File: src/rtl/io_regs_pulse_if.sv
// Serial register-write bus: 7-bit address, 32-bit data, one-cycle strobe qualifier.
// No latency of its own; there is no backpressure, so every strobe is taken.
interface io_regs_pulse_if;
  logic [6:0]  serial_addr;
  logic [31:0] serial_data;
  logic        serial_strobe;

  modport master (output serial_addr, serial_data, serial_strobe);
  modport slave  (input  serial_addr, serial_data, serial_strobe);
endinterface

File: src/rtl/io_regs_pulse.sv
// Four 16-bit masked-write pin banks plus a timed XOR pulse; IO_CHANGE_DETECT_EN adds input-change flags.
// Latency: 1 clock from the strobe to reg_k. Change flags set 3 clocks after an io_in edge.
// Backpressure: none. A pulse request made while busy is dropped and sets pulse_overrun.
module io_regs_pulse #(
  parameter logic [6:0] ADDR_BASE = 7'd64
) (
  input  logic            clock,
  input  logic            reset_n,
  io_regs_pulse_if.slave  bus,
  output logic [15:0]     reg_0,
  output logic [15:0]     reg_1,
  output logic [15:0]     reg_2,
  output logic [15:0]     reg_3,
  output logic            pulse_busy,
  output logic            pulse_overrun,
  input  logic [63:0]     io_in,
  output logic [63:0]     change_flags
);

  localparam logic [6:0] ADDR_PULSE = ADDR_BASE + 7'd4;
  localparam logic [6:0] ADDR_LEN   = ADDR_BASE + 7'd5;

  typedef enum logic {IDLE, ACTIVE} state_t;

  state_t      state_q, state_d;
  logic [15:0] cnt_q, cnt_d;
  logic [15:0] len_q, len_d;
  logic [15:0] mask_q, mask_d;
  logic [1:0]  bank_q, bank_d;
  logic        ovr_q, ovr_d;
  logic [15:0] base_q [4];
  logic [15:0] base_d [4];
  logic [15:0] reg_q  [4];
  logic [15:0] reg_d  [4];

  logic pulse_wr;
  logic len_wr;

  assign pulse_wr = bus.serial_strobe && (bus.serial_addr == ADDR_PULSE);
  assign len_wr   = bus.serial_strobe && (bus.serial_addr == ADDR_LEN);

  // Bit-masked base update: data[31:16] selects which bits take data[15:0].
  always_comb begin
    for (int k = 0; k < 4; k++) begin
      base_d[k] = base_q[k];
      if (bus.serial_strobe && (bus.serial_addr == ADDR_BASE + 7'(k)))
        base_d[k] = (base_q[k] & ~bus.serial_data[31:16])
                  | (bus.serial_data[15:0] & bus.serial_data[31:16]);
    end
  end

  always_comb begin
    len_d = len_q;
    if (len_wr)
      len_d = bus.serial_data[15:0];
  end

  always_comb begin
    state_d = state_q;
    cnt_d   = cnt_q;
    mask_d  = mask_q;
    bank_d  = bank_q;
    case (state_q)
      IDLE: begin
        if (pulse_wr && (len_q != 16'd0)) begin
          state_d = ACTIVE;
          cnt_d   = len_q;
          mask_d  = bus.serial_data[15:0];
          bank_d  = bus.serial_data[17:16];
        end
      end
      ACTIVE: begin
        cnt_d = cnt_q - 16'd1;
        if (cnt_q == 16'd1)
          state_d = IDLE;
      end
      default: state_d = IDLE;
    endcase
  end

  // A clear and an overrun in the same write resolve to set.
  always_comb begin
    ovr_d = ovr_q;
    if (pulse_wr) begin
      if (bus.serial_data[31])
        ovr_d = 1'b0;
      if (state_q == ACTIVE)
        ovr_d = 1'b1;
    end
  end

  // Outputs are built from next-state values so the toggle window matches busy exactly.
  always_comb begin
    for (int k = 0; k < 4; k++)
      reg_d[k] = base_d[k] ^ (((state_d == ACTIVE) && (bank_d == 2'(k))) ? mask_d : 16'h0000);
  end

  always_ff @(posedge clock or negedge reset_n) begin
    if (!reset_n) begin
      state_q <= IDLE;
      cnt_q   <= '0;
      len_q   <= '0;
      mask_q  <= '0;
      bank_q  <= '0;
      ovr_q   <= 1'b0;
      for (int k = 0; k < 4; k++) begin
        base_q[k] <= '0;
        reg_q[k]  <= '0;
      end
    end else begin
      state_q <= state_d;
      cnt_q   <= cnt_d;
      len_q   <= len_d;
      mask_q  <= mask_d;
      bank_q  <= bank_d;
      ovr_q   <= ovr_d;
      for (int k = 0; k < 4; k++) begin
        base_q[k] <= base_d[k];
        reg_q[k]  <= reg_d[k];
      end
    end
  end

  assign reg_0         = reg_q[0];
  assign reg_1         = reg_q[1];
  assign reg_2         = reg_q[2];
  assign reg_3         = reg_q[3];
  assign pulse_busy    = (state_q == ACTIVE);
  assign pulse_overrun = ovr_q;

`ifdef IO_CHANGE_DETECT_EN
  localparam logic [6:0] ADDR_CLR = ADDR_BASE + 7'd6;

  logic [63:0] sync1_q, sync2_q, sync3_q;
  logic [63:0] flags_q, flags_d;
  logic [63:0] clr_bits;

  // A fresh change in the clearing cycle must survive, hence clear-then-set.
  always_comb begin
    clr_bits = '0;
    if (bus.serial_strobe && (bus.serial_addr == ADDR_CLR))
      clr_bits[{bus.serial_data[17:16], 4'b0000} +: 16] = bus.serial_data[15:0];
    flags_d = (flags_q & ~clr_bits) | (sync2_q ^ sync3_q);
  end

  always_ff @(posedge clock or negedge reset_n) begin
    if (!reset_n) begin
      sync1_q <= '0;
      sync2_q <= '0;
      sync3_q <= '0;
      flags_q <= '0;
    end else begin
      sync1_q <= io_in;
      sync2_q <= sync1_q;
      sync3_q <= sync2_q;
      flags_q <= flags_d;
    end
  end

  assign change_flags = flags_q;
`else
  logic unused_io_in;
  assign unused_io_in = ^io_in;
  assign change_flags = '0;
`endif

endmodule

File: src/flat_wrapper.sv
// flat-port wrapper written by rule: the top's interface ports become plain ports
module io_regs_pulse_flat 
#(
  parameter logic [6:0] ADDR_BASE = 7'd64
)
  (clock, reset_n, reg_0, reg_1, reg_2, reg_3, pulse_busy, pulse_overrun, io_in, change_flags, bus_serial_addr, bus_serial_data, bus_serial_strobe);
  io_regs_pulse_if bus_i ();
  input  logic clock;
  input  logic reset_n;
  output logic [15:0] reg_0;
  output logic [15:0] reg_1;
  output logic [15:0] reg_2;
  output logic [15:0] reg_3;
  output logic pulse_busy;
  output logic pulse_overrun;
  input  logic [63:0] io_in;
  output logic [63:0] change_flags;
  input wire logic [$bits(bus_i.serial_addr)-1:0] bus_serial_addr;
  input wire logic [$bits(bus_i.serial_data)-1:0] bus_serial_data;
  input wire logic [$bits(bus_i.serial_strobe)-1:0] bus_serial_strobe;
  assign bus_i.serial_addr = bus_serial_addr;
  assign bus_i.serial_data = bus_serial_data;
  assign bus_i.serial_strobe = bus_serial_strobe;
  io_regs_pulse #(.ADDR_BASE(ADDR_BASE)) u_core (.clock(clock), .reset_n(reset_n), .bus(bus_i), .reg_0(reg_0), .reg_1(reg_1), .reg_2(reg_2), .reg_3(reg_3), .pulse_busy(pulse_busy), .pulse_overrun(pulse_overrun), .io_in(io_in), .change_flags(change_flags));
endmodule
File: config.mk
export PLATFORM = sky130hd
export DESIGN_NAME = io_regs_pulse_flat
export DESIGN_NICKNAME = d
export VERILOG_FILES = /design/src/rtl/io_regs_pulse_if.sv /design/src/rtl/io_regs_pulse.sv /design/src/flat_wrapper.sv
export SDC_FILE = /design/constraint.sdc
export NUM_CORES = 1
export LEC_CHECK = 0
export BUFFER_PORTS_ARGS = -buffer_cell sky130_fd_sc_hd__buf_2
export CORE_UTILIZATION = 37
export CTS_CLUSTER_SIZE = 24
export DETAILED_ROUTE_END_ITERATION = 8
export GPL_TIMING_DRIVEN = 0
export PLACE_DENSITY = 0.69
export RECOVER_POWER = 100
export SYNTH_ARGS = -nofsm -noshare
export SYNTH_HDL_FRONTEND = slang
export SYNTH_SLANG_ARGS = --single-unit
File: constraint.sdc
create_clock -name clock -period 6.1 [get_ports clock]
set_input_delay 1.22 -clock clock [delete_from_list [all_inputs] [get_ports clock]]
set_output_delay 1.22 -clock clock [all_outputs]
set_load 0.01 [all_outputs]
**Word level (Yosys, flattened, before mapping)**

Index checks and enable logic that the tools add are counted.
W data, S select, Z words.

- Equality and inequality tests: 11
- Bitwise logic cells: 15
- Reduce and logical (&&, ||, !) cells: 15
- Multiplexer cells: 19
- $add $sub $neg: 1

Operators by type and width:

| kind | number |
|---|---|
| $mux W16 | 11 |
| $and A16 B16 Y16 | 5 |
| $or A16 B16 Y16 | 4 |
| $xor A16 B16 Y16 | 4 |
| $eq A7 B7 Y1 const B | 6 |
| $pmux W16 S2 | 1 |
| $eq A16 B1 Y1 const B | 1 |
| $not A16 Y16 | 1 |
| $reduce_bool A16 Y1 | 1 |
| $sub A16 B1 Y16 const B | 1 |
| $logic_and A1 B1 Y1 | 11 |
| $eq A2 B2 Y1 const B | 2 |
| $mux W1 | 4 |
| $mux W2 | 2 |
| $eq A2 B1 Y1 const B | 1 |
| $logic_not A2 Y1 | 1 |
| $ne A2 B1 Y1 const B | 1 |
| $pmux W1 S2 | 1 |
| $reduce_and A2 Y1 | 1 |
| $reduce_bool A2 Y1 | 1 |
| $not A1 Y1 | 1 |

- Logic and storage cells: 75
- Flip-flop bits (word level): 180
- Input bits: 106

**Logic depth before layout (Yosys ltp)**

Gate-level depths: netlist of the first run.

- Word-level depth: 9
- Mapped depth: 8
- Depth with buffers taken out: 7

**Least setup slack after synthesis of the first run**

OpenSTA, ideal clock, no wires.

- Path type: input to register
- Start point: in bus_serial_addr[1]
- End point: reg u_core.reg_q (netlist bit u_core.reg_1[15])
- Cell stages on the path: 6
- Setup time: 131 ps
- Buffers on the path: 1
- Setup slack: 3,020 ps
- Data arrival time: 2,949 ps
- Path through: or4b_1 > or3_1 > buf_2 > o21ai_0 > a22oi_1 > xor2_1

RTL lines:

| item | line | RTL |
|---|---|---|
| start, declared | flat_wrapper.sv:18 | `input wire logic [$bits(bus_i.serial_addr)-1:0] bus_serial_addr;` |
| end signal, assigned by index | io_regs_pulse.sv:119 | `reg_q[k] <= reg_d[k];` |
| end, declared | io_regs_pulse.sv:33 | `logic [15:0] reg_q [4];` |

==> key figures, run 1 <==
Place
  – DP HPWL: 13,700 um
  – DP Area: 9684 sq um
  – IO Port Bufs: 105
  – Gpl congestion: between 0.7 and 0.8

Clock tree
  – Num CTS Buffers: 17
  – CTS tree: built
  – Post-CTS setup buffers: 0
  – CTS Root Cell: clkbuf_16
  – TritonCTS Sinks: 180
  – Clock transition at path regs: roughly 0.080 ns
  – Post-CTS Hold Buffers: 0
  – Clock latency on the worst-skew pair: 0.43 ns
  – CTS H-tree lvls: 4
  – Clk buf depth: 2
  – Post-cts repair resize count: 0

Status
  – Outcome: finished with violations
  – Failing checks: capacitance limit, slew limit

Drt
  – Drt via density: a little under 5
  – Vias: 5,931
  – Routed WL: roughly 20,000 um
  – Initial DRC count: 438
  – Final ANT Viol Nets: 0
  – Remaining DRCs: 0
  – Detailed-route wire length per cell: 17.10 um
  – Initial DRT Pass Iterations: 5

Global route
  – Largest net degree at the start of global routing: 110
  – Total gr overflow: 0
  – Vias in the first global route: about 6,000
  – Total Routing Usage GR: 0.1778
  – Initial antenna violation count: 2
  – Global-route wire length before repair: around 32,000 um

Cells and area
  – Nets: 1,007
  – Fin area: around 10,000 sq um
  – Synthesis-to-finish area growth: 17.73%
  – Area of the multi-input gates: 3478 sq um
  – FF+latch area: 4504 sq um
  – Layout cells sized above 1: 0.1864
  – FILL cells: approximately 2,200

Yosys
  – Share of the synthesized area in the top cell type: 0.5298
  – Main flop type after synthesis: dfrtp_1
  – Yosys warnings: 0
  – Number of synthesized flops with an enable pin: 0
  – Sequential area share after synthesis: 0.5298
  – Cells after Synth: 710
  – Post-Syn Area: 8502 sq um
  – Netlist cell types: 52
  – Synth area leader: dfrtp_1
  – Post-synthesis async set-or-reset flop share: 1.000
  – Most numerous cell in the Yosys netlist: dfrtp_1
  – Post-Syn Area per Cell: 11.97 sq um
  – Synthesized flop and latch total: 180
  – Synth area leaders: dfrtp_1, mux2_2, buf_4
  – Post-synth top cells: dfrtp_1, nand2_1, mux2_2

Critical path
  – WP data required: 6.42 ns
  – Worst setup EP type: register
  – CP arrival: 4.64 ns
  – Critical path type: input port to register
  – Worst setup SP type: input port
  – CP max FO: 10

Floorplanning
  – CORE AREA: 22,570 sq um
  – Initial Util: 0.3767
  – # rows: 55
  – Die Ht: ~150 um
  – I/O pins: 236
  – Die area: 23,590 sq um
  – DIE WIDTH: around 150 um

Timing
  – Max-slew headroom at the worst pin: -0.8065
  – Number of hold violations in the final report: 0
  – Final setup TNS: 0 ns
  – RSZ-0062 raised after global routing: false
  – Fmax achieved: 231.6 MHz
  – Clock skew: 0.01189 ns
  – Crit path time final: 4.318 ns
  – Endpoints failing setup: 0
  – Least-Margin Pin Slew: 2.710 ns
  – Max-slew violation count: 134
  – Period Utilization, post-route: 0.7079

Power
  – Sw Ratio: 0.2799
  – Combinational share of power: 0.120
  – Total power: ~0.0028 W
  – Clk pwr share: 0.399
  – Switching power total: around 0.00077 W
  – Internal power: ~0.0020 W
  – P_leak: 5.161 nW
  – Power Density: 274.8 nW/um^2
  – Flop pwr share: 0.481
  – Peak VDD IR: 0.0001493 V

Run
  – Max-Cap Viols: 4

Worst hold path
  – Worst min path class: register to register
worst max-delay path, stage by stage:
cell,delay (ns)
buf_2,0.10
nand4bb_1,0.29
nor4b_1,1.61
clkbuf_1,0.64
nand2_1,0.13
mux2_1,0.36
xnor2_1,0.28
registers in the layout, summed over array words and instances (netlist names):
register              count
u_core.base_q            64
u_core.cnt_q             16
u_core.len_q             16
u_core.mask_q            16
u_core.reg_0             16
u_core.reg_1             16
u_core.reg_2             16
u_core.reg_3             16
u_core.bank_q             2
u_core.pulse_busy         1
u_core.pulse_overrun      1
power by group through the flow:
stage | clock (W) | combinational [W] | sequential (W)
CTS | 0.00111 | 0.000362 | 0.00132
global route | 0.00117 | 0.000367 | 0.00133
floorplan | 0 | 0.000220 | 0.00135
detailed placement | 0 | 0.000361 | 0.00135
finish | 0.00110 | 0.000330 | 0.00132
global placement | 0 | 0.000349 | 0.00134
routing by layer:
layer  GRT usage  part of all wire  vias to the layer above
met1      0.2339              0.45                     2937
li1            -                 -                     2762
met4     0.06714             0.022                        0
met2      0.2831              0.47                      203
met5           0                 0                        -
met3     0.04369             0.064                       29
cells by family (layout without fill, tap and decap cells):
kind of cell	count (synthesis)	count (layout)	share of synthesized area
AOI/OAI and AO/OA	102	102	0.09949
xor gates and xnor gates	67	67	0.06902
adders and majority gates	2	2	0.002943
buffers and inverters	94	233	0.07373
DFF	180	180	0.5298
muxes	90	90	0.1177
other	1	66	0.0004411
and+or+nand+nor	174	174	0.1068
worst paths after layout:
check	from	end	slack [ns]	depth (start not counted)
worst max-delay path	bus_serial_addr[4]	u_core.reg_0[5]$_DFF_PN0_	1.78	7
worst min-delay path	u_core.base_q[22]$_DFF_PN0_	u_core.base_q[22]$_DFF_PN0_	0.51	1
worst max register to register	u_core.cnt_q[3]$_DFFE_PN0P_	u_core.reg_2[14]$_DFF_PN0_	2.96	6
worst min register to register	u_core.base_q[22]$_DFF_PN0_	u_core.base_q[22]$_DFF_PN0_	0.51	1
max in group asynchronous	reset_n	u_core.base_q[42]$_DFF_PN0_	2.34	2
min in group asynchronous	reset_n	u_core.reg_1[2]$_DFF_PN0_	0.74	1
stage by stage:
step	instances	setup WS, ns	hold WS (ns)	util
after floorplan	773	3.020	0.4766	-
after global placement	1163	0.8426	0.4872	0.4262
after detailed placement	1165	2.050	0.4931	0.4290
after CTS	1197	2.472	0.5096	0.4552
after global routing	1197	1.601	0.5185	0.4432
final	1199	1.782	0.5061	0.4435
cell usage in the layout (no fill, tap or decap), types with 17 or more instances in the layout:
cell       instances
dfrtp_1          180
nand2_1           97
clkbuf_1          83
buf_4             66
conb_1            64
mux2_1            61
xor2_1            50
a22oi_1           48
buf_2             43
nand3_1           21
o21ai_0           20
mux2_2            19
xnor2_1           17
clkbuf_16         17
area by class of cell:
class                           instances  share of cell area
Inverter                                4            0.001500
Buffer                                 90             0.06000
Sequential cell                       180              0.4500
Clock buffer                           17             0.04250
Tap cell                              285             0.03563
Timing Repair Buffer                  107             0.04600
Multi-Input combinational cell        499              0.3475
Antenna cell                            2           0.0005000
Clock inverter                         15             0.01637
Note: power is estimated with default switching activity, not from simulation.
==> run 2: changes to the inputs <==
--- a/config.mk
+++ b/config.mk
@@ -10,7 +10,7 @@
 export CTS_CLUSTER_SIZE = 24
 export DETAILED_ROUTE_END_ITERATION = 8
 export GPL_TIMING_DRIVEN = 0
-export PLACE_DENSITY = 0.69
+export PLACE_DENSITY = 0.71
 export RECOVER_POWER = 100
 export SYNTH_ARGS = -nofsm -noshare
 export SYNTH_HDL_FRONTEND = slang
==> constraint.sdc (replaced) <==
create_clock -name clock -period 3.9 [get_ports clock]
set_input_delay 0.78 -clock clock [delete_from_list [all_inputs] [get_ports clock]]
set_output_delay 0.78 -clock clock [all_outputs]
set_load 0.01 [all_outputs]
==> key figures, run 2 (same netlist as run 1, synthesis figures left out) <==
Status
  – Outcome: finished with violations
  – Failing checks: capacitance limit, slew limit

Cells and area
  – Biggest register: u_core.base_q
  – Final Instance Count excl. Fillers: 1,197
  – Layout cells sized above 1: 0.2039
  – FILL cells: 2,135
  – Inserted Diodes: 0
  – Synthesis-to-finish area growth: 19.74%
  – Max reg flops: 64
  – Final core occ: 0.4510
  – FF+latch area: 4504 sq um
  – Commonest non-fill, non-tap cell in the layout: dfrtp_1
  – Area of the multi-input gates: 3593 sq um
  – Nets: 1,007
  – Most frequent cells in the layout: dfrtp_1, nand2_1, clkbuf_1, buf_4, conb_1

Timing
  – RSZ-0062 raised after global routing: false
  – Period Utilization, post-route: 0.8835
  – Clock skew: 0.008226 ns
  – Number of hold violations in the final report: 0
  – Crit path time final: 3.446 ns
  – Final setup margin: approximately 0.45 ns
  – Fmax achieved: between 200 and 300 MHz
  – Final setup TNS: 0 ns
  – Max-slew violation count: 103
  – Endpoints failing setup: 0
  – Least-Margin Pin Slew: around 2.6 ns
  – Max-slew headroom at the worst pin: -0.7087

Global route
  – Largest net degree at the start of global routing: 104
  – Initial antenna violation count: 3
  – Vias in the first global route: 5,819
  – Global-route wire length before repair: 32,200 um
  – Total Routing Usage GR: 0.1797
  – Total gr overflow: 0

Place
  – Setup WS pre-CTS: 0.3144 ns
  – Gpl congestion: 0.7752
  – IO Port Bufs: around 110
  – DP HPWL: 13,670 um
  – Placed cells: between 1,000 and 1,500

Clock tree
  – Clk buf depth: 2
  – Post-CTS Hold Buffers: 0
  – TritonCTS Sinks: 180
  – Num CTS Buffers: 17
  – Post-cts repair resize count: 0
  – CTS tree: built
  – Clock latency on the worst-skew pair: roughly 0.44 ns
  – CTS Root Cell: clkbuf_16
  – Post-CTS setup buffers: 0
  – CTS H-tree lvls: 4
  – Clock transition at path regs: about 0.070 ns

Drt
  – Detailed-route wire length per cell: approximately 17 um
  – Initial DRT Pass Iterations: 5
  – Drt via density: 4.981
  – Initial DRC count: ~450
  – Vias: a little under 6,000
  – Remaining DRCs: 0
  – Final ANT Viol Nets: 0
  – Routed WL: roughly 21,000 um

Critical path
  – Crit path buf inv count: 4
  – Worst setup SP type: input port
  – Worst setup EP type: register
  – CP peak stage delay: roughly 0.61 ns
  – Critical path type: input port to register
  – WP data required: 4.25 ns
  – Worst path cell trace: clkbuf_1, or4b_1, or3_1, clkbuf_1, clkbuf_1, nor2_8, clkbuf_1, nand2_1, o211ai_1
  – CP arrival: 3.79 ns
  – CP max FO: 10
  – CP dominant cell by count: clkbuf_1
  – Critical path's slowest cell: clkbuf_1
  – Critical path's top delay family: simple AND/OR/NAND/NOR gates

Power
  – Power Density: 439.3 nW/um^2
  – Peak VDD IR: around 0.00022 V
  – P_leak: 5.201 nW

Floorplanning
  – # rows: 55
  – DIE WIDTH: ~150 um
  – I/O pins: 236
  – Die Ht: ~150 um
  – Die area: 23,590 sq um
  – CORE AREA: 22,570 sq um
  – Initial Util: 0.3767

Worst hold path
  – Worst min path class: register to register

Run
  – Max-Cap Viols: 1
## run 2: changes by cell type in the layout (fill, tap and decap cells not counted), sizes merged
cell / change
clkinv: -3
bufinv: +2
inv: +1
diode: -2
## run 2: path summary, 6_finish.rpt
check	startpoint	end	slack (ns)	depth (start not counted)
setup reg to reg	u_core.cnt_q[3]$_DFFE_PN0P_	u_core.reg_1[10]$_DFF_PN0_	0.75	6
min in group asynchronous	reset_n	u_core.reg_0[2]$_DFF_PN0_	1.13	1
max in group asynchronous	reset_n	u_core.reg_1[14]$_DFF_PN0_	1.26	1
hold / removal	u_core.base_q[42]$_DFF_PN0_	u_core.base_q[42]$_DFF_PN0_	0.50	1
hold reg to reg	u_core.base_q[42]$_DFF_PN0_	u_core.base_q[42]$_DFF_PN0_	0.50	1
setup / recovery	bus_serial_addr[1]	u_core.cnt_q[10]$_DFFE_PN0P_	0.45	9
## run 2: layout make-up
class,instances,share of cell area
Tap cell,285,0.03503
Inverter,4,0.001475
Clock buffer,17,0.04179
Timing Repair Buffer,107,0.04646
Multi-Input combinational cell,499,0.3530
Sequential cell,180,0.4425
Clock inverter,15,0.02077
Buffer,90,0.05900
## run 2: through the flow
| stage | cell area (sq um) | power, W | hold slack (ns) |
|---|---|---|---|
| 2_1_floorplan | 8738 | 0.002450 | 0.4766 |
| 3_3_place_gp | 9620 | 0.002645 | 0.4873 |
| 3_5_place_dp | 9684 | 0.002668 | 0.4931 |
| 4_1_cts | 10320 | 0.004512 | 0.4127 |
| 5_1_grt | 10180 | 0.004653 | 0.5221 |
| 6_report | 10180 | 0.004472 | 0.5046 |
## run 2: worst register-to-register path: cells and delay by family (launching register included)
kind,cells,cell delay (ns)
simple gates,3,1.56
buf+inv,1,0.59
flops,1,0.47
xor+xnor,1,0.27
compound gates,1,0.17
## run 2: power by group
group	leakage, nW	internal, W	switching, W
logic	2.46	0.000200	0.000347
registers	2.43	0.00199	0.0000826
clock network	0.309	0.00104	0.000809
total	5.20	0.00323	0.00124
## run 2: per-layer routing
| layer | part of all wire | vias to the layer above | GRT usage |
|---|---|---|---|
| met5 | 0.00077 | - | 0 |
| met3 | 0.063 | 39 | 0.04481 |
| li1 | - | 2757 | - |
| met2 | 0.47 | 206 | 0.2825 |
| met4 | 0.019 | 4 | 0.06619 |
| met1 | 0.44 | 2956 | 0.2399 |
==> run 3: changes to the inputs <==
--- a/config.mk
+++ b/config.mk
@@ -6,11 +6,11 @@
 export NUM_CORES = 1
 export LEC_CHECK = 0
 export BUFFER_PORTS_ARGS = -buffer_cell sky130_fd_sc_hd__buf_2
-export CORE_UTILIZATION = 37
+export CORE_UTILIZATION = 48
 export CTS_CLUSTER_SIZE = 24
 export DETAILED_ROUTE_END_ITERATION = 8
 export GPL_TIMING_DRIVEN = 0
-export PLACE_DENSITY = 0.71
+export PLACE_DENSITY = 0.86
 export RECOVER_POWER = 100
 export SYNTH_ARGS = -nofsm -noshare
 export SYNTH_HDL_FRONTEND = slang
==> key figures, run 3 (same netlist as run 1, synthesis figures left out) <==
Drt
  – Vias: 6,213
  – Final ANT Viol Nets: 0
  – Detailed-route wire length per cell: 18.03 um
  – Routed WL: 20,450 um
  – Remaining DRCs: 0
  – Drt via density: 5.479
  – Initial DRC count: around 450
  – Initial DRT Pass Iterations: 5

Global route
  – Total Routing Usage GR: 0.2338
  – Initial antenna violation count: 1
  – Total gr overflow: 0
  – Global-route wire length before repair: 32,270 um
  – Vias in the first global route: approximately 6,200
  – Largest net degree at the start of global routing: 127

Timing
  – Final setup margin: 0.4278 ns
  – Number of hold violations in the final report: 0
  – Crit path time final: between 3 and 4 ns
  – RSZ-0062 raised after global routing: false
  – Max-slew headroom at the worst pin: -0.1140
  – Final setup TNS: 0 ns
  – Max-slew violation count: 143
  – Endpoints failing setup: 0
  – Clock skew: 0.01220 ns
  – Least-Margin Pin Slew: 1.671 ns
  – Fmax achieved: 288.0 MHz
  – Period Utilization, post-route: 0.8903

Floorplanning
  – I/O pins: 236
  – Initial Util: 0.4915
  – # rows: 48
  – DIE WIDTH: around 140 um
  – Die area: 18,250 sq um
  – CORE AREA: ~17,000 sq um
  – Die Ht: approximately 140 um

Cells and area
  – Inserted Diodes: 0
  – Final core occ: 0.5795
  – Biggest register: u_core.base_q
  – Most frequent cells in the layout: dfrtp_1, nand2_1, clkbuf_1, buf_4, conb_1
  – Layout cells sized above 1: 0.2002
  – Synthesis-to-finish area growth: 17.90%
  – Nets: 1,006
  – Commonest non-fill, non-tap cell in the layout: dfrtp_1
  – Max reg flops: 64

Power
  – P_leak: 5.180 nW
  – Peak VDD IR: 0.0003724 V
  – Power Density: between 400 and 500 nW/um^2

Clock tree
  – Clock transition at path regs: 0.07 ns
  – CTS H-tree lvls: 4
  – Post-CTS setup buffers: 0
  – TritonCTS Sinks: 180
  – Clk buf depth: 2
  – Num CTS Buffers: 17
  – Post-CTS Hold Buffers: 0
  – CTS Root Cell: clkbuf_16
  – CTS tree: built
  – Post-cts repair resize count: 0
  – Clock latency on the worst-skew pair: 0.43 ns

Place
  – Setup WS pre-CTS: 0.5111 ns
  – DP HPWL: between 10,000 and 15,000 um
  – IO Port Bufs: 105
  – Gpl congestion: approximately 0.85

Critical path
  – Critical path type: input port to register
  – CP arrival: approximately 3.8 ns
  – WP data required: approximately 4.2 ns
  – Worst setup SP type: input port
  – CP max FO: 10
  – Worst setup EP type: register

Run
  – Max-Cap Viols: 4

Status
  – Failing checks: capacitance limit, slew limit
  – Outcome: finished with violations

Worst hold path
  – Worst min path class: input port to asynchronous set/reset pin
-- run 3: path summary, 6_finish.rpt --
check                                             from                     endpoint  slack [ns]  cells past startpoint
setup / recovery                    bus_serial_addr[4]   u_core.reg_3[12]$_DFF_PN0_        0.43                      7
hold reg to reg            u_core.base_q[22]$_DFF_PN0_  u_core.base_q[22]$_DFF_PN0_        0.50                      1
setup reg to reg           u_core.len_q[8]$_DFFE_PN0P_  u_core.cnt_q[6]$_DFFE_PN0P_        0.57                      8
hold / removal                                 reset_n  u_core.base_q[18]$_DFF_PN0_        0.26                      1
min in group clock         u_core.base_q[22]$_DFF_PN0_  u_core.base_q[22]$_DFF_PN0_        0.50                      1
max in group asynchronous                      reset_n   u_core.mask_q[0]$_DFF_PN0_        1.60                      2
-- run 3: final cells by class --
type                            instances  area, sq um
Multi-Input combinational cell        499         3587
Timing Repair Buffer                  106        459.2
Clock buffer                           19        432.9
Inverter                                4        15.01
Buffer                                 90        605.6
Clock inverter                         11        137.6
Tap cell                              225        281.5
Fill cell                            1415         7273
Sequential cell                       180         4504
-- run 3: layer usage --
| layer | GRT usage | wire [um] | part of all wire |
|---|---|---|---|
| met4 | 0.1117 | 605 | 0.030 |
| met2 | 0.3778 | 9929 | 0.49 |
| met5 | 0 | 0 | 0 |
| met1 | 0.2949 | 8303 | 0.41 |
| met3 | 0.05706 | 1611 | 0.079 |
-- run 3: report_power, final --
part           internal [W]  total (W)  switching [W]
combinational      0.000198   0.000545       0.000347
sequential          0.00199    0.00208      0.0000842
clock              0.000994    0.00169       0.000698
total               0.00319    0.00432        0.00113
-- run 3: through the flow --
stage	std cells	hold WS, ns	power [W]	instance area [sq um]
after floorplan	773	0.4766	0.002450	8738
after global placement	1103	0.4870	0.002634	9545
after detailed placement	1104	0.4927	0.002664	9602
after CTS	1134	0.2726	0.004350	10170
after global routing	1134	0.2800	0.004468	10020
final	1134	0.2558	0.004316	10020
-- run 3: worst max-delay path: stages --
cell and delay [ns]:
buf_2 0.10, nand4bb_1 0.34, nor4_1 1.35, buf_2 0.50, nand2_1 0.10, mux2_1 0.36
xor2_1 0.24
